<file path="config.mk">
export PLATFORM = sky130hd
export DESIGN_NAME = fp8_accum
export DESIGN_NICKNAME = d
export VERILOG_FILES = /design/src/rtl/fp8_pkg.sv /design/src/rtl/fp8_encode.sv /design/src/rtl/fp8_accum.sv
export SDC_FILE = /design/constraint.sdc
export NUM_CORES = 1
export LEC_CHECK = 0
export CAP_MARGIN = 20
export CORE_ASPECT_RATIO = 0.5
export CORE_UTILIZATION = 45
export CTS_CLUSTER_SIZE = 12
export DETAILED_ROUTE_END_ITERATION = 8
export GPL_TIMING_DRIVEN = 1
export PLACE_DENSITY = 0.68
export REMOVE_ABC_BUFFERS = 1
export SETUP_SLACK_MARGIN = 0.02
export SLEW_MARGIN = 0
export SYNTH_ARGS = -nofsm -noshare
export SYNTH_HDL_FRONTEND = slang
export SYNTH_SLANG_ARGS = --single-unit
export TNS_END_PERCENT = 10
</file>
<file path="constraint.sdc">
create_clock -name clk -period 9.05 [get_ports clk]
set_input_delay 0.905 -clock clk [delete_from_list [all_inputs] [get_ports clk]]
set_output_delay 0.905 -clock clk [all_outputs]
set_load 0.01 [all_outputs]
</file>
<file path="src/rtl/fp8_pkg.sv">
// fp8_pkg: shared definitions for the 8-bit minifloat datapath
// (1 sign, 4 exponent, 3 fraction, bias 7).
// Contents: format constants, fp8 field struct, accumulator FSM state
// enum, and a helper that decodes a minifloat to an unsigned
// fixed-point magnitude with LSB weight 2^-10.
package fp8_pkg;

  localparam int BIT_WIDTH      = 8;
  localparam int EXP_WIDTH      = 4;
  localparam int MANTISSA_WIDTH = 3;
  localparam int BIAS           = 7;
  localparam int EXP_MAX        = 15;
  localparam int EXP_MIN        = 0;

  // Largest decoded magnitude is 15 << 15, which fits in 19 bits.
  localparam int MAG_W = (MANTISSA_WIDTH + 1) + EXP_MAX;

  typedef struct packed {
    logic                      sign;
    logic [EXP_WIDTH-1:0]      exp;
    logic [MANTISSA_WIDTH-1:0] frac;
  } fp8_t;

  typedef enum logic [1:0] {
    ST_ACCUM   = 2'd0,
    ST_CONVERT = 2'd1,
    ST_HOLD    = 2'd2
  } accum_state_t;

  // Exponent 0 keeps hidden bit 0 and no exponent adjust, matching the
  // multiplier's output semantics; the result is sig << exp.
  function automatic logic [MAG_W-1:0] fp8_mag(input fp8_t d);
    logic [MANTISSA_WIDTH:0] sig;
    sig = {(d.exp != '0), d.frac};
    return MAG_W'(sig) << d.exp;
  endfunction

endpackage

</file>
<file path="src/rtl/fp8_encode.sv">
// fp8_encode: combinational conversion of a signed fixed-point sum
// (LSB weight 2^-10) to one 8-bit minifloat, truncating toward zero.
// Ports:
//   i_acc      in   ACC_W  signed accumulator value
//   o_data     out  8      minifloat result (zero is always 0x00)
//   o_ovf      out  1      magnitude too large, result saturated
//   o_inexact  out  1      nonzero bits were discarded
module fp8_encode
  import fp8_pkg::*;
#(
  parameter int ACC_W = 24
) (
  input  logic signed [ACC_W-1:0] i_acc,
  output logic [BIT_WIDTH-1:0]    o_data,
  output logic                    o_ovf,
  output logic                    o_inexact
);

  localparam int P_W = $clog2(ACC_W);
  localparam logic [ACC_W-1:0] ONE = ACC_W'(1);
  // Leading-one position at which the exponent field would exceed EXP_MAX.
  localparam int SAT_P = EXP_MAX + MANTISSA_WIDTH + 1;

  logic             w_neg;
  logic [ACC_W-1:0] w_mag;
  logic [P_W-1:0]   w_p;
  logic             w_nz;
  logic [P_W-1:0]   w_shamt;
  logic [ACC_W-1:0] w_mask;

  assign w_neg = i_acc[ACC_W-1];
  assign w_mag = w_neg ? (~i_acc + ONE) : i_acc;

  // Leading-one detector: the highest set bit wins.
  always_comb begin
    w_p  = '0;
    w_nz = 1'b0;
    for (int i = 0; i < ACC_W; i++) begin
      if (w_mag[i]) begin
        w_p  = P_W'(i);
        w_nz = 1'b1;
      end
    end
  end

  // For a normal result the exponent field equals the number of bits
  // shifted out below the 3-bit fraction.
  assign w_shamt = w_p - P_W'(3);
  assign w_mask  = (ONE << w_shamt) - ONE;

  always_comb begin
    o_data    = '0;
    o_ovf     = 1'b0;
    o_inexact = 1'b0;
    if (!w_nz) begin
      o_data = '0;
    end else if (w_p <= P_W'(2)) begin
      o_data = {w_neg, 4'd0, w_mag[2:0]};
    end else if (w_p == P_W'(3)) begin
      // 8..15 has no encoding (exp 1 starts at 16); clamp to largest exp-0 value.
      o_data    = {w_neg, 4'd0, 3'd7};
      o_inexact = 1'b1;
    end else if (w_p < P_W'(SAT_P)) begin
      o_data    = {w_neg, w_shamt[EXP_WIDTH-1:0], w_mag[w_shamt +: MANTISSA_WIDTH]};
      o_inexact = |(w_mag & w_mask);
    end else begin
      o_data    = {w_neg, 4'(EXP_MAX), 3'd7};
      o_ovf     = 1'b1;
      o_inexact = 1'b1;
    end
  end

endmodule

</file>
<file path="src/rtl/fp8_accum.sv">
// fp8_accum: streaming sum-reduction of minifloat products.
// Accepts a group of up to MAX_TERMS products on a valid/ready port, sums
// them exactly in a signed fixed-point accumulator, converts the total to
// one minifloat and presents it on a valid/ready output port.
// Ports:
//   clk, rst_n                       clock, async active-low reset
//   in_valid/in_ready/in_data        product beat handshake and data
//   in_ovf/in_unf                    multiplier flags for the beat
//   in_last                          final beat of the group
//   out_valid/out_ready/out_data     result handshake and data
//   out_ovf/out_unf/out_inexact      result flags
//   out_count                        number of beats in the group
module fp8_accum
  import fp8_pkg::*;
#(
  parameter int MAX_TERMS = 16,
  parameter int ACC_W     = 20 + $clog2(MAX_TERMS),
  parameter int CNT_W     = $clog2(MAX_TERMS + 1)
) (
  input  logic                 clk,
  input  logic                 rst_n,
  input  logic                 in_valid,
  output logic                 in_ready,
  input  logic [BIT_WIDTH-1:0] in_data,
  input  logic                 in_ovf,
  input  logic                 in_unf,
  input  logic                 in_last,
  output logic                 out_valid,
  input  logic                 out_ready,
  output logic [BIT_WIDTH-1:0] out_data,
  output logic                 out_ovf,
  output logic                 out_unf,
  output logic                 out_inexact,
  output logic [CNT_W-1:0]     out_count
);

  accum_state_t r_state, w_state_next;

  logic signed [ACC_W-1:0] r_acc;
  logic [CNT_W-1:0]        r_cnt;
  logic                    r_ovf_sticky;
  logic                    r_unf_sticky;
  logic                    r_out_valid;
  logic [BIT_WIDTH-1:0]    r_out_data;
  logic                    r_out_ovf;
  logic                    r_out_unf;
  logic                    r_out_inexact;
  logic [CNT_W-1:0]        r_out_count;

  logic [MAG_W-1:0]        w_mag;
  logic signed [ACC_W-1:0] w_term;
  logic                    w_accept;
  logic                    w_cnt_full;
  logic                    w_handshake;
  logic [BIT_WIDTH-1:0]    w_enc_data;
  logic                    w_enc_ovf;
  logic                    w_enc_inexact;

  // Decode: 0x00 and 0x80 both give magnitude 0, so negation is harmless.
  assign w_mag  = fp8_mag(fp8_t'(in_data));
  assign w_term = in_data[BIT_WIDTH-1] ? -$signed(ACC_W'(w_mag)) : $signed(ACC_W'(w_mag));

  assign in_ready    = (r_state == ST_ACCUM);
  assign w_accept    = in_valid && in_ready;
  // The MAX_TERMS-th beat closes the group even without in_last.
  assign w_cnt_full  = (r_cnt + CNT_W'(1)) == CNT_W'(MAX_TERMS);
  assign w_handshake = r_out_valid && out_ready;

  fp8_encode #(.ACC_W(ACC_W)) u_encode (
    .i_acc     (r_acc),
    .o_data    (w_enc_data),
    .o_ovf     (w_enc_ovf),
    .o_inexact (w_enc_inexact)
  );

  always_ff @(posedge clk or negedge rst_n) begin
    if (!rst_n) begin
      r_state <= ST_ACCUM;
    end else begin
      r_state <= w_state_next;
    end
  end

  always_comb begin
    w_state_next = r_state;
    case (r_state)
      ST_ACCUM:   if (w_accept && (in_last || w_cnt_full)) w_state_next = ST_CONVERT;
      ST_CONVERT: w_state_next = ST_HOLD;
      ST_HOLD:    if (w_handshake) w_state_next = ST_ACCUM;
      default:    w_state_next = ST_ACCUM;
    endcase
  end

  always_ff @(posedge clk or negedge rst_n) begin
    if (!rst_n) begin
      r_acc         <= '0;
      r_cnt         <= '0;
      r_ovf_sticky  <= 1'b0;
      r_unf_sticky  <= 1'b0;
      r_out_valid   <= 1'b0;
      r_out_data    <= '0;
      r_out_ovf     <= 1'b0;
      r_out_unf     <= 1'b0;
      r_out_inexact <= 1'b0;
      r_out_count   <= '0;
    end else begin
      if (w_accept) begin
        r_acc        <= r_acc + w_term;
        r_cnt        <= r_cnt + CNT_W'(1);
        r_ovf_sticky <= r_ovf_sticky | in_ovf;
        r_unf_sticky <= r_unf_sticky | in_unf;
      end
      if (r_state == ST_CONVERT) begin
        r_out_valid   <= 1'b1;
        r_out_data    <= w_enc_data;
        r_out_ovf     <= w_enc_ovf | r_ovf_sticky;
        r_out_unf     <= r_unf_sticky;
        r_out_inexact <= w_enc_inexact;
        r_out_count   <= r_cnt;
      end
      // Result fields stay as last presented; only valid drops.
      if (r_state == ST_HOLD && w_handshake) begin
        r_acc        <= '0;
        r_cnt        <= '0;
        r_ovf_sticky <= 1'b0;
        r_unf_sticky <= 1'b0;
        r_out_valid  <= 1'b0;
      end
    end
  end

  assign out_valid   = r_out_valid;
  assign out_data    = r_out_data;
  assign out_ovf     = r_out_ovf;
  assign out_unf     = r_out_unf;
  assign out_inexact = r_out_inexact;
  assign out_count   = r_out_count;

endmodule

</file>
==> results of run 1 <==
## per-layer routing
metal	up-vias	share of wire (%)
met4	0	1.8
met5	-	0
met2	301	42
met3	35	6.3
met1	3403	50
li1	3452	-
## layout make-up
type	instances	area, sq um	share of cell area, %
clock buffers	6	138.9	1.830
inverters	41	153.9	2.027
repair buffers	39	367.9	4.846
well taps	204	255.2	3.362
clock inverters	2	16.27	0.2143
multi-input cells	790	5408	71.24
flip-flops and latches	50	1251	16.48
## cells in the final DEF (no fill, tap or decap), types with 19 or more instances in the layout
cell type / instances
sky130_fd_sc_hd__inv_1: 39
sky130_fd_sc_hd__a21oi_1: 46
sky130_fd_sc_hd__nand3_1: 28
sky130_fd_sc_hd__xor2_1: 37
sky130_fd_sc_hd__o21ai_0: 84
sky130_fd_sc_hd__nor2_1: 73
sky130_fd_sc_hd__xnor2_1: 27
sky130_fd_sc_hd__clkdlybuf4s50_1: 31
sky130_fd_sc_hd__ha_1: 38
sky130_fd_sc_hd__dfrtp_1: 50
sky130_fd_sc_hd__o31ai_1: 19
sky130_fd_sc_hd__nand2_1: 131
sky130_fd_sc_hd__nor3_1: 19
## worst max path at each step
| stage | startpoint | endpoint | depth (start not counted) |
|---|---|---|---|
| 6_report | r_acc[1] | out_inexact | 25 |
| 5_1_grt | r_acc[1] | out_inexact | 25 |
| 4_1_cts | r_acc[1] | out_inexact | 25 |
| 3_5_place_dp | r_acc[1] | out_inexact | 25 |
| 3_3_place_gp | r_acc[1] | out_inexact | 25 |
| 2_1_floorplan | r_acc[1] | out_inexact | 22 |
## cells in the mapped netlist (all sizes together), types with 6 or more instances
cell | n | area share (%)
mux2 | 8 | 1.3
or3 | 15 | 1.4
buf | 23 | 2.1
mux2i | 12 | 1.7
xor2 | 37 | 4.5
a21boi | 7 | 0.74
or2 | 12 | 1.1
xnor2 | 28 | 3.5
nor2 | 73 | 3.8
nand2 | 133 | 7.1
and2 | 9 | 0.79
nand3 | 28 | 2.0
or4 | 10 | 1.3
a311oi | 8 | 1.1
o211ai | 16 | 1.8
nand4 | 6 | 0.61
a21oi | 47 | 3.4
a32o | 6 | 0.84
mux4 | 9 | 3.1
a31oi | 18 | 1.6
clkbuf | 46 | 2.4
dfrtp | 50 | 18
o31ai | 19 | 2.0
o41ai | 6 | 1.2
inv | 40 | 2.1
nor4 | 8 | 1.5
o21ai | 93 | 6.8
a21o | 9 | 0.96
o2111ai | 9 | 1.2
nor3 | 20 | 1.6
nand2b | 15 | 1.3
ha | 38 | 6.7
a211oi | 8 | 0.91
## state kept, by name, indices dropped and copies added (netlist names)
name          count
out_ovf           1
out_unf           1
out_inexact       1
r_acc            24
r_ovf_sticky      1
r_cnt             5
out_valid         1
out_data          8
r_state           2
r_unf_sticky      1
out_count         5
## logic make-up after synthesis
family | count (synthesis) | share of synthesized area (%)
XOR/XNOR | 65 | 8.086
multiplexers | 29 | 6.157
buffers and inverters | 110 | 6.648
flip-flops | 50 | 17.54
AND/OR/NAND/NOR | 351 | 24.94
adder cells (fa/ha/maj) | 39 | 6.946
AO/OA/AOI/OAI | 306 | 29.68
## metrics by stage
stage                     utilization [%]  instance area, sq um  hold WS (ns)  cells  setup slack, ns
final                               49.12                  7591        0.4811   1132            1.797
after global routing                49.12                  7591        0.5098   1132            1.418
after CTS                           49.12                  7591        0.4879   1132            1.959
after detailed placement            48.11                  7436        0.4702   1124            1.988
after global placement              48.11                  7436        0.4615   1124            2.268
after floorplan                         -                  6813        0.4630    881            2.317
## tightest hold or removal path, stage by stage (launching register included)
cell	delay (ns)
sky130_fd_sc_hd__dfrtp_1	0.35
sky130_fd_sc_hd__nand2_1	0.04
sky130_fd_sc_hd__o21ai_0	0.06
==> impl_metrics.xml, run 1 <==
<?xml version="1.0" encoding="UTF-8"?>
<metrics>
  <group name="global_routing">
    <metric name="grt_most_used_layer" unit="">met2</metric>
    <metric name="grt_pass1_vias" unit="">6559</metric>
    <metric name="grt_overflow" unit="">0</metric>
    <metric name="track_usage" unit="%">25.63</metric>
    <metric name="grtUsageMet3" unit="%">3.490</metric>
    <metric name="antenna_violations_before_repair" unit="">0</metric>
    <metric name="globalRouteMet2Util" unit="%">38.81</metric>
    <metric name="wire_length_of_the_first_global_routing_pass" unit="um">34380</metric>
    <metric name="maximum_number_of_pins_on_one_net_before_global_route_repair" unit="">51</metric>
    <metric name="grt.met1_usage" unit="%">37.94</metric>
  </group>
  <group name="route">
    <metric name="drt.antenna.violating_nets" unit="">0</metric>
    <metric name="drcViolationCount" unit="">0</metric>
    <metric name="postRouteWirelength" unit="um">20920</metric>
    <metric name="wire_per_inst" unit="um">18.48</metric>
    <metric name="num_vias" unit="">7191</metric>
    <metric name="drt_pre_antenna_iters" unit="">6</metric>
    <metric name="post_drt_via_cell_ratio" unit="">6.352</metric>
    <metric name="dr.first_iter.drc_count" unit="">928</metric>
  </group>
  <group name="sta">
    <metric name="min_period" unit="ns">7.253</metric>
    <metric name="max_freq" unit="MHz">137.9</metric>
    <metric name="final-setup-viol-count" unit="">0</metric>
    <metric name="slew_limit_fails" unit="">0</metric>
    <metric name="timing.clock.skew" unit="ns">0.006522</metric>
    <metric name="max-slew-margin-rel" unit="%">30.51</metric>
    <metric name="worst-slew-pin-transition" unit="ns">1.033</metric>
    <metric name="fin_tns_setup" unit="ns">0</metric>
    <metric name="hold_viol" unit="">0</metric>
    <metric name="final.period_utilization" unit="%">80.14</metric>
    <metric name="unrepaired_setup_endpoints_after_global_routing" unit="">no</metric>
  </group>
  <group name="yosys">
    <metric name="synth_enable_flop_cells" unit="">0</metric>
    <metric name="synth_cell_types" unit="">98</metric>
    <metric name="synth_seq_area_share" unit="%">17.54</metric>
    <metric name="mean_cell_area_of_the_mapped_netlist" unit="sq um">7.509</metric>
    <metric name="synth_flop_cell" unit="">sky130_fd_sc_hd__dfrtp_1</metric>
    <metric name="post_synth_inst_count" unit="">950</metric>
    <metric name="synth.cell_area" unit="sq um">7133</metric>
    <metric name="async_flop_share" unit="%">100.0</metric>
    <metric name="yosys_register_bits" unit="">50</metric>
    <metric name="synth_warnings" unit="">0</metric>
  </group>
  <group name="cts">
    <metric name="worst_skew_pair.late_latency" unit="ns">0.30</metric>
    <metric name="cells_resized_by_post_cts_repair" unit="">0</metric>
    <metric name="count_of_buffers_added_by_post_cts_timing_repair_for_setup" unit="">0</metric>
    <metric name="clk_path_buf_depth" unit="">2</metric>
    <metric name="cts_tree" unit="">yes</metric>
    <metric name="cts-htree-levels" unit="">2</metric>
    <metric name="path_clk_slew" unit="ns">0.07</metric>
    <metric name="cts_hold_buf" unit="">0</metric>
    <metric name="numCtsBuffers" unit="">5</metric>
    <metric name="cts.sinks" unit="">50</metric>
    <metric name="cts.root.buffer_cell" unit="">sky130_fd_sc_hd__clkbuf_16</metric>
  </group>
  <group name="run">
    <metric name="cap_viol_max_count" unit="">0</metric>
  </group>
  <group name="worst_setup_path">
    <metric name="setup.worst_path.end_class" unit="">flip-flop</metric>
    <metric name="cp.required" unit="ns">9.21</metric>
    <metric name="critPathMaxFanout" unit="">20</metric>
    <metric name="worstPathBufferInverterCount" unit="">2</metric>
    <metric name="timing.critical_path.arrival" unit="ns">7.42</metric>
    <metric name="worst_path_largest_cell_delay" unit="ns">0.70</metric>
    <metric name="cp_slowest_cell" unit="">sky130_fd_sc_hd__mux2i_1</metric>
    <metric name="rr_endpoint" unit="">out_inexact</metric>
    <metric name="cp-start-kind" unit="">flip-flop</metric>
    <metric name="crit-reg2reg-launch" unit="">r_acc[1]</metric>
    <metric name="timing.reg2reg.worst_path_depth" unit="">25</metric>
    <metric name="setup.reg_to_reg.worst_slack" unit="ns">1.80</metric>
    <metric name="worst-setup-path-type" unit="">flip-flop to flip-flop</metric>
    <metric name="worst_path_dominant_cell_family" unit="">simple AND/OR/NAND/NOR gates</metric>
  </group>
  <group name="die">
    <metric name="initial_core_utilization" unit="%">46.15</metric>
    <metric name="pin_count" unit="">33</metric>
    <metric name="die_h" unit="um">91.03</metric>
    <metric name="std_cell_rows" unit="">32</metric>
    <metric name="standard_cell_core_area" unit="sq um">15450</metric>
    <metric name="die-width" unit="um">180.1</metric>
    <metric name="dieArea" unit="sq um">16390</metric>
  </group>
  <group name="hold_path">
    <metric name="min_delay_src" unit="">out_ovf</metric>
    <metric name="min_delay_worst_endpoint" unit="">out_ovf</metric>
    <metric name="min-delay-path-class" unit="">flip-flop to flip-flop</metric>
    <metric name="min_path_cells" unit="">2</metric>
  </group>
  <group name="placed_design">
    <metric name="io_buffer_count" unit="">32</metric>
    <metric name="dp.final_hpwl" unit="um">15870</metric>
    <metric name="gp_congestion" unit="">0.9423</metric>
  </group>
  <group name="cells_and_area">
    <metric name="n_fill_cell" unit="">1487</metric>
    <metric name="nNetsFinal" unit="">981</metric>
    <metric name="syn2layout_area_growth" unit="%">6.420</metric>
    <metric name="drive_gt1_share" unit="%">8.405</metric>
    <metric name="diodes" unit="">0</metric>
  </group>
  <group name="status">
    <metric name="outcome" unit="">finished, final reports clean</metric>
  </group>
</metrics>
Power of run 1 is left out: the tool's default activity adds up to more than one toggle a clock period on the data nets, which glitch-free logic cannot reach.
==> run 2: changes to the inputs <==
==> constraint.sdc (replaced) <==
create_clock -name clk -period 7.4 [get_ports clk]
set_input_delay 0.74 -clock clk [delete_from_list [all_inputs] [get_ports clk]]
set_output_delay 0.74 -clock clk [all_outputs]
set_load 0.01 [all_outputs]
==> run 2 against run 1 <==
Core utilization is 0.21 points higher. Final cell count is 0.18% higher. Highest routed layer unchanged. Register-to-register slack worse by 0.96 ns. Critical endpoint unchanged. Flip-flop and latch count stayed put. Largest cell class unchanged. Worst hold slack got worse by 0.0026 ns. First-iteration DRC count down 16%. Via count decreased by 0.24%. Clock skew up 0.0068 ns.
==> impl_metrics.xml, run 2 (synthesized netlist as in run 1, its figures left out) <==
<?xml version="1.0" encoding="UTF-8"?>
<metrics>
  <group name="cells_and_area">
    <metric name="syn2layout_area_growth" unit="%">6.876</metric>
    <metric name="diodes" unit="">0</metric>
    <metric name="post-route-cell-area" unit="sq um">7624</metric>
    <metric name="largest_reg_flops" unit="">24</metric>
    <metric name="nNetsFinal" unit="">983</metric>
    <metric name="top_register" unit="">r_acc</metric>
    <metric name="layout.core_utilization" unit="%">49.33</metric>
    <metric name="layout.cells.most_common" unit="">sky130_fd_sc_hd__nand2_1</metric>
    <metric name="final_cell_mix" unit="">sky130_fd_sc_hd__nand2_1, sky130_fd_sc_hd__o21ai_0, sky130_fd_sc_hd__nor2_1</metric>
    <metric name="drive_gt1_share" unit="%">8.602</metric>
  </group>
  <group name="cts">
    <metric name="cts_tree" unit="">yes</metric>
    <metric name="path_clk_slew" unit="ns">0.07</metric>
    <metric name="count_of_buffers_added_by_post_cts_timing_repair_for_setup" unit="">0</metric>
    <metric name="cts.sinks" unit="">50</metric>
    <metric name="cts_hold_buf" unit="">0</metric>
    <metric name="cts.root.buffer_cell" unit="">sky130_fd_sc_hd__clkbuf_16</metric>
    <metric name="clk_path_buf_depth" unit="">2</metric>
    <metric name="numCtsBuffers" unit="">5</metric>
    <metric name="cts-htree-levels" unit="">2</metric>
    <metric name="cells_resized_by_post_cts_repair" unit="">0</metric>
    <metric name="worst_skew_pair.late_latency" unit="ns">0.30</metric>
  </group>
  <group name="route">
    <metric name="drt.antenna.violating_nets" unit="">0</metric>
    <metric name="drt_pre_antenna_iters" unit="">5</metric>
    <metric name="wire_per_inst" unit="um">17.80</metric>
    <metric name="dr.first_iter.drc_count" unit="">777</metric>
    <metric name="num_vias" unit="">7174</metric>
    <metric name="drcViolationCount" unit="">0</metric>
    <metric name="postRouteWirelength" unit="um">20180</metric>
    <metric name="post_drt_via_cell_ratio" unit="">6.326</metric>
  </group>
  <group name="hold_path">
    <metric name="min_path_cells" unit="">2</metric>
    <metric name="min-delay-path-class" unit="">flip-flop to flip-flop</metric>
  </group>
  <group name="sta">
    <metric name="min_period" unit="ns">6.559</metric>
    <metric name="slew_limit_fails" unit="">0</metric>
    <metric name="hold_viol" unit="">0</metric>
    <metric name="final-setup-viol-count" unit="">0</metric>
    <metric name="final.period_utilization" unit="%">88.63</metric>
    <metric name="fin_tns_setup" unit="ns">0</metric>
    <metric name="max-slew-margin-rel" unit="%">29.49</metric>
    <metric name="unrepaired_setup_endpoints_after_global_routing" unit="">no</metric>
    <metric name="max_freq" unit="MHz">152.5</metric>
    <metric name="timing.clock.skew" unit="ns">0.01332</metric>
    <metric name="worst-slew-pin-transition" unit="ns">1.048</metric>
  </group>
  <group name="worst_setup_path">
    <metric name="timing.critical_path.arrival" unit="ns">6.72</metric>
    <metric name="worst-path-stages" unit="">26</metric>
    <metric name="critPathMaxFanout" unit="">11</metric>
    <metric name="timing.reg2reg.worst_path_depth" unit="">26</metric>
    <metric name="worst_path_largest_cell_delay" unit="ns">0.61</metric>
    <metric name="worstSetupStartpoint" unit="">r_acc[1]</metric>
    <metric name="cp.required" unit="ns">7.56</metric>
    <metric name="critical_path.endpoint" unit="">out_inexact</metric>
    <metric name="worst_path_dominant_cell_family" unit="">simple AND/OR/NAND/NOR gates</metric>
    <metric name="cp-start-kind" unit="">flip-flop</metric>
    <metric name="crit-reg2reg-launch" unit="">r_acc[1]</metric>
    <metric name="worst-setup-path-type" unit="">flip-flop to flip-flop</metric>
    <metric name="worstPathBufferInverterCount" unit="">2</metric>
    <metric name="rr_endpoint" unit="">out_inexact</metric>
    <metric name="cp_slowest_cell" unit="">sky130_fd_sc_hd__or4_4</metric>
    <metric name="cpMostUsedCell" unit="">sky130_fd_sc_hd__ha_1</metric>
    <metric name="setup.worst_path.end_class" unit="">flip-flop</metric>
    <metric name="setup.reg_to_reg.worst_slack" unit="ns">0.84</metric>
  </group>
  <group name="global_routing">
    <metric name="grt.met1_usage" unit="%">35.83</metric>
    <metric name="grt_pass1_vias" unit="">6505</metric>
    <metric name="globalRouteMet2Util" unit="%">39.59</metric>
    <metric name="wire_length_of_the_first_global_routing_pass" unit="um">33450</metric>
    <metric name="antenna_violations_before_repair" unit="">0</metric>
    <metric name="maximum_number_of_pins_on_one_net_before_global_route_repair" unit="">51</metric>
    <metric name="track_usage" unit="%">24.76</metric>
    <metric name="grtUsageMet3" unit="%">2.688</metric>
    <metric name="grt_overflow" unit="">0</metric>
    <metric name="grt_most_used_layer" unit="">met2</metric>
  </group>
  <group name="die">
    <metric name="die_h" unit="um">91.03</metric>
    <metric name="die-width" unit="um">180.1</metric>
    <metric name="dieArea" unit="sq um">16390</metric>
    <metric name="standard_cell_core_area" unit="sq um">15450</metric>
    <metric name="std_cell_rows" unit="">32</metric>
    <metric name="pin_count" unit="">33</metric>
    <metric name="initial_core_utilization" unit="%">46.15</metric>
  </group>
  <group name="placed_design">
    <metric name="dp.final_hpwl" unit="um">15500</metric>
    <metric name="gp_congestion" unit="">0.9587</metric>
    <metric name="io_buffer_count" unit="">32</metric>
    <metric name="dpl-instance-area" unit="sq um">7451</metric>
  </group>
  <group name="status">
    <metric name="outcome" unit="">finished, final reports clean</metric>
  </group>
  <group name="run">
    <metric name="cap_viol_max_count" unit="">0</metric>
  </group>
</metrics>
## run 2: changes by cell type in the layout (fill, tap and decap cells not counted), sizes merged
cell	previous run	this run
clkinvlp	1	0
clkbuf	6	5
bufinv	0	1
buf	8	10
clkinv	1	2
## run 2: area by class of cell
| cell class | instances | area (sq um) |
|---|---|---|
| Clock buffer | 5 | 125.1 |
| Clock inverter | 3 | 47.55 |
| Tap cell | 204 | 255.2 |
| Timing Repair Buffer | 41 | 382.9 |
| Fill cell | 1515 | 7831 |
| Sequential cell | 50 | 1251 |
| Inverter | 41 | 153.9 |
| Multi-Input combinational cell | 790 | 5408 |
## run 2: worst min-delay path by stage
stage / start / endpoint / slack (ns)
after floorplan: rst_n / out_count[0] / 0.44
after global placement: out_unf / out_unf / 0.46
after detailed placement: out_data[6] / out_data[6] / 0.47
after CTS: out_ovf / out_ovf / 0.49
after global routing: out_data[4] / out_data[4] / 0.51
final: out_ovf / out_ovf / 0.48
## run 2: per-layer routing
metal,routed length (um),share of wire [%]
met4,335,1.7
met3,1220,6.0
met1,9817,49
met5,0,0
met2,8808,44
## run 2: per-stage QoR
stage               hold slack (ns)  setup slack, ns  instances
floorplan                    0.4444           0.6667        881
global placement             0.4624            1.166       1126
detailed placement           0.4699           0.9033       1126
CTS                          0.4885           0.8972       1134
global route                 0.5124           0.3408       1134
finish                       0.4786           0.8413       1134
## run 2: tightest hold or removal path, delay by kind of cell, from the launching register on
| family | cells | cell delay (ns) |
|---|---|---|
| AO/OA/AOI/OAI | 1 | 0.06 |
| AND/OR/NAND/NOR | 1 | 0.04 |
| flip-flops | 1 | 0.34 |
Power of run 2 is left out for the same reason.
==> run 3: changes to the inputs <==
--- a/config.mk
+++ b/config.mk
@@ -7,11 +7,11 @@
 export LEC_CHECK = 0
 export CAP_MARGIN = 20
 export CORE_ASPECT_RATIO = 0.5
-export CORE_UTILIZATION = 45
+export CORE_UTILIZATION = 40
 export CTS_CLUSTER_SIZE = 12
 export DETAILED_ROUTE_END_ITERATION = 8
 export GPL_TIMING_DRIVEN = 1
-export PLACE_DENSITY = 0.68
+export PLACE_DENSITY = 0.63
 export REMOVE_ABC_BUFFERS = 1
 export SETUP_SLACK_MARGIN = 0.02
 export SLEW_MARGIN = 0
==> run 3 against run 2 <==
Maximum frequency is 0.58% higher. Via count is 0.18% higher. Worst setup slack better by 0.038 ns. Routed wire length is 4.8% higher. Clock skew is 0.0049 ns lower. Critical path type unchanged.
==> impl_metrics.xml, run 3 (synthesized netlist as in run 1, its figures left out) <==
<?xml version="1.0" encoding="UTF-8"?>
<metrics>
  <group name="worst_setup_path">
    <metric name="critical_path.endpoint" unit="">out_inexact</metric>
    <metric name="critPathMaxFanout" unit="">11</metric>
    <metric name="timing.reg2reg.worst_path_depth" unit="">26</metric>
    <metric name="cp.required" unit="ns">7.56</metric>
    <metric name="crit-reg2reg-launch" unit="">r_acc[1]</metric>
    <metric name="timing.critical_path.arrival" unit="ns">6.68</metric>
    <metric name="worst-setup-path-type" unit="">flip-flop to flip-flop</metric>
    <metric name="setup.reg_to_reg.worst_slack" unit="ns">0.88</metric>
    <metric name="rr_endpoint" unit="">out_inexact</metric>
    <metric name="setup.worst_path.end_class" unit="">flip-flop</metric>
    <metric name="worst_path_largest_cell_delay" unit="ns">0.61</metric>
    <metric name="cpMostUsedCell" unit="">sky130_fd_sc_hd__ha_1</metric>
    <metric name="worstSetupStartpoint" unit="">r_acc[1]</metric>
    <metric name="cp-start-kind" unit="">flip-flop</metric>
    <metric name="cp_slowest_cell" unit="">sky130_fd_sc_hd__or4_4</metric>
  </group>
  <group name="die">
    <metric name="dieArea" unit="sq um">18400</metric>
    <metric name="die_h" unit="um">96.43</metric>
    <metric name="initial_core_utilization" unit="%">41.00</metric>
    <metric name="standard_cell_core_area" unit="sq um">17400</metric>
    <metric name="die-width" unit="um">190.9</metric>
    <metric name="std_cell_rows" unit="">34</metric>
    <metric name="pin_count" unit="">33</metric>
  </group>
  <group name="sta">
    <metric name="worst-slew-pin-transition" unit="ns">0.9978</metric>
    <metric name="final.period_utilization" unit="%">88.12</metric>
    <metric name="hold_viol" unit="">0</metric>
    <metric name="slew_limit_fails" unit="">0</metric>
    <metric name="unrepaired_setup_endpoints_after_global_routing" unit="">no</metric>
    <metric name="final-setup-viol-count" unit="">0</metric>
    <metric name="fin_tns_setup" unit="ns">0</metric>
    <metric name="min_period" unit="ns">6.521</metric>
    <metric name="timing.clock.skew" unit="ns">0.008425</metric>
    <metric name="max_freq" unit="MHz">153.4</metric>
    <metric name="max-slew-margin-rel" unit="%">32.87</metric>
  </group>
  <group name="global_routing">
    <metric name="antenna_violations_before_repair" unit="">0</metric>
    <metric name="maximum_number_of_pins_on_one_net_before_global_route_repair" unit="">51</metric>
    <metric name="grt_overflow" unit="">0</metric>
    <metric name="grt_pass1_vias" unit="">6413</metric>
    <metric name="wire_length_of_the_first_global_routing_pass" unit="um">34000</metric>
    <metric name="track_usage" unit="%">23.15</metric>
  </group>
  <group name="cts">
    <metric name="numCtsBuffers" unit="">5</metric>
    <metric name="cts.sinks" unit="">50</metric>
    <metric name="clk_path_buf_depth" unit="">2</metric>
    <metric name="cts.root.buffer_cell" unit="">sky130_fd_sc_hd__clkbuf_16</metric>
    <metric name="cts_tree" unit="">yes</metric>
    <metric name="cts-htree-levels" unit="">2</metric>
    <metric name="worst_skew_pair.late_latency" unit="ns">0.30</metric>
    <metric name="count_of_buffers_added_by_post_cts_timing_repair_for_setup" unit="">0</metric>
    <metric name="cells_resized_by_post_cts_repair" unit="">0</metric>
    <metric name="cts_hold_buf" unit="">0</metric>
    <metric name="path_clk_slew" unit="ns">0.07</metric>
  </group>
  <group name="route">
    <metric name="wire_per_inst" unit="um">18.15</metric>
    <metric name="num_vias" unit="">7187</metric>
    <metric name="drcViolationCount" unit="">0</metric>
    <metric name="drt.antenna.violating_nets" unit="">0</metric>
    <metric name="dr.first_iter.drc_count" unit="">712</metric>
    <metric name="drt_pre_antenna_iters" unit="">5</metric>
    <metric name="postRouteWirelength" unit="um">21160</metric>
    <metric name="post_drt_via_cell_ratio" unit="">6.164</metric>
  </group>
  <group name="cells_and_area">
    <metric name="final_cell_mix" unit="">sky130_fd_sc_hd__nand2_1, sky130_fd_sc_hd__o21ai_0, sky130_fd_sc_hd__nor2_1</metric>
    <metric name="nNetsFinal" unit="">985</metric>
    <metric name="diodes" unit="">0</metric>
    <metric name="drive_gt1_share" unit="%">8.798</metric>
    <metric name="largest_reg_flops" unit="">24</metric>
    <metric name="top_register" unit="">r_acc</metric>
    <metric name="syn2layout_area_growth" unit="%">7.683</metric>
    <metric name="layout.cells.most_common" unit="">sky130_fd_sc_hd__nand2_1</metric>
  </group>
  <group name="placed_design">
    <metric name="gp_congestion" unit="">0.9455</metric>
    <metric name="io_buffer_count" unit="">32</metric>
    <metric name="dp.final_hpwl" unit="um">16030</metric>
  </group>
  <group name="status">
    <metric name="outcome" unit="">finished, final reports clean</metric>
  </group>
  <group name="run">
    <metric name="cap_viol_max_count" unit="">0</metric>
  </group>
  <group name="hold_path">
    <metric name="min-delay-path-class" unit="">flip-flop to flip-flop</metric>
    <metric name="min_delay_src" unit="">out_data[5]</metric>
  </group>
</metrics>
==> run 3: cell type report <==
type	instances	area, sq um
Clock buffer	6	138.9
Clock inverter	2	38.79
Fill cell	1712	9718
Inverter	41	153.9
Multi-Input combinational cell	790	5408
Sequential cell	50	1251
Tap cell	234	292.8
Timing Repair Buffer	43	397.9
==> run 3: critical path: cells and delay by family, from the launching register on <==
kind                     cells  cell delay [ns]
AND/OR/NAND/NOR              9             2.58
AO/OA/AOI/OAI               11             1.71
adder cells (fa/ha/maj)      3             0.98
flip-flops                   1             0.51
buffers and inverters        2             0.42
multiplexers                 1             0.17
==> run 3: metal layers <==
| layer | wire [um] | vias to the layer above | GRT usage (%) | share of wire [%] |
|---|---|---|---|---|
| li1 | - | 3453 | - | - |
| met1 | 10590 | 3438 | 33.55 | 50 |
| met2 | 8967 | 253 | 35.45 | 42 |
| met3 | 1050 | 43 | 2.636 | 5.0 |
| met4 | 551 | 0 | 8.000 | 2.6 |
| met5 | 0 | - | 0 | 0 |
==> run 3: worst min path at each step <==
stage,end,cells past startpoint
after floorplan,out_count[0],0
after global placement,out_unf,2
after detailed placement,out_data[5],2
after CTS,out_data[5],2
after global routing,out_data[2],1
final,out_data[5],2
==> run 3: stage by stage <==
step	hold WS, ns	cells	cell area, sq um	setup WS, ns	util, %
finish	0.4735	1166	7681	0.8790	44.15
global route	0.4998	1166	7681	0.2224	44.15
CTS	0.4823	1166	7681	0.9037	44.15
detailed placement	0.4666	1158	7503	0.9200	43.13
global placement	0.4614	1158	7503	1.160	43.13
floorplan	0.4444	881	6813	0.6667	-
Power of run 3 is left out for the same reason.
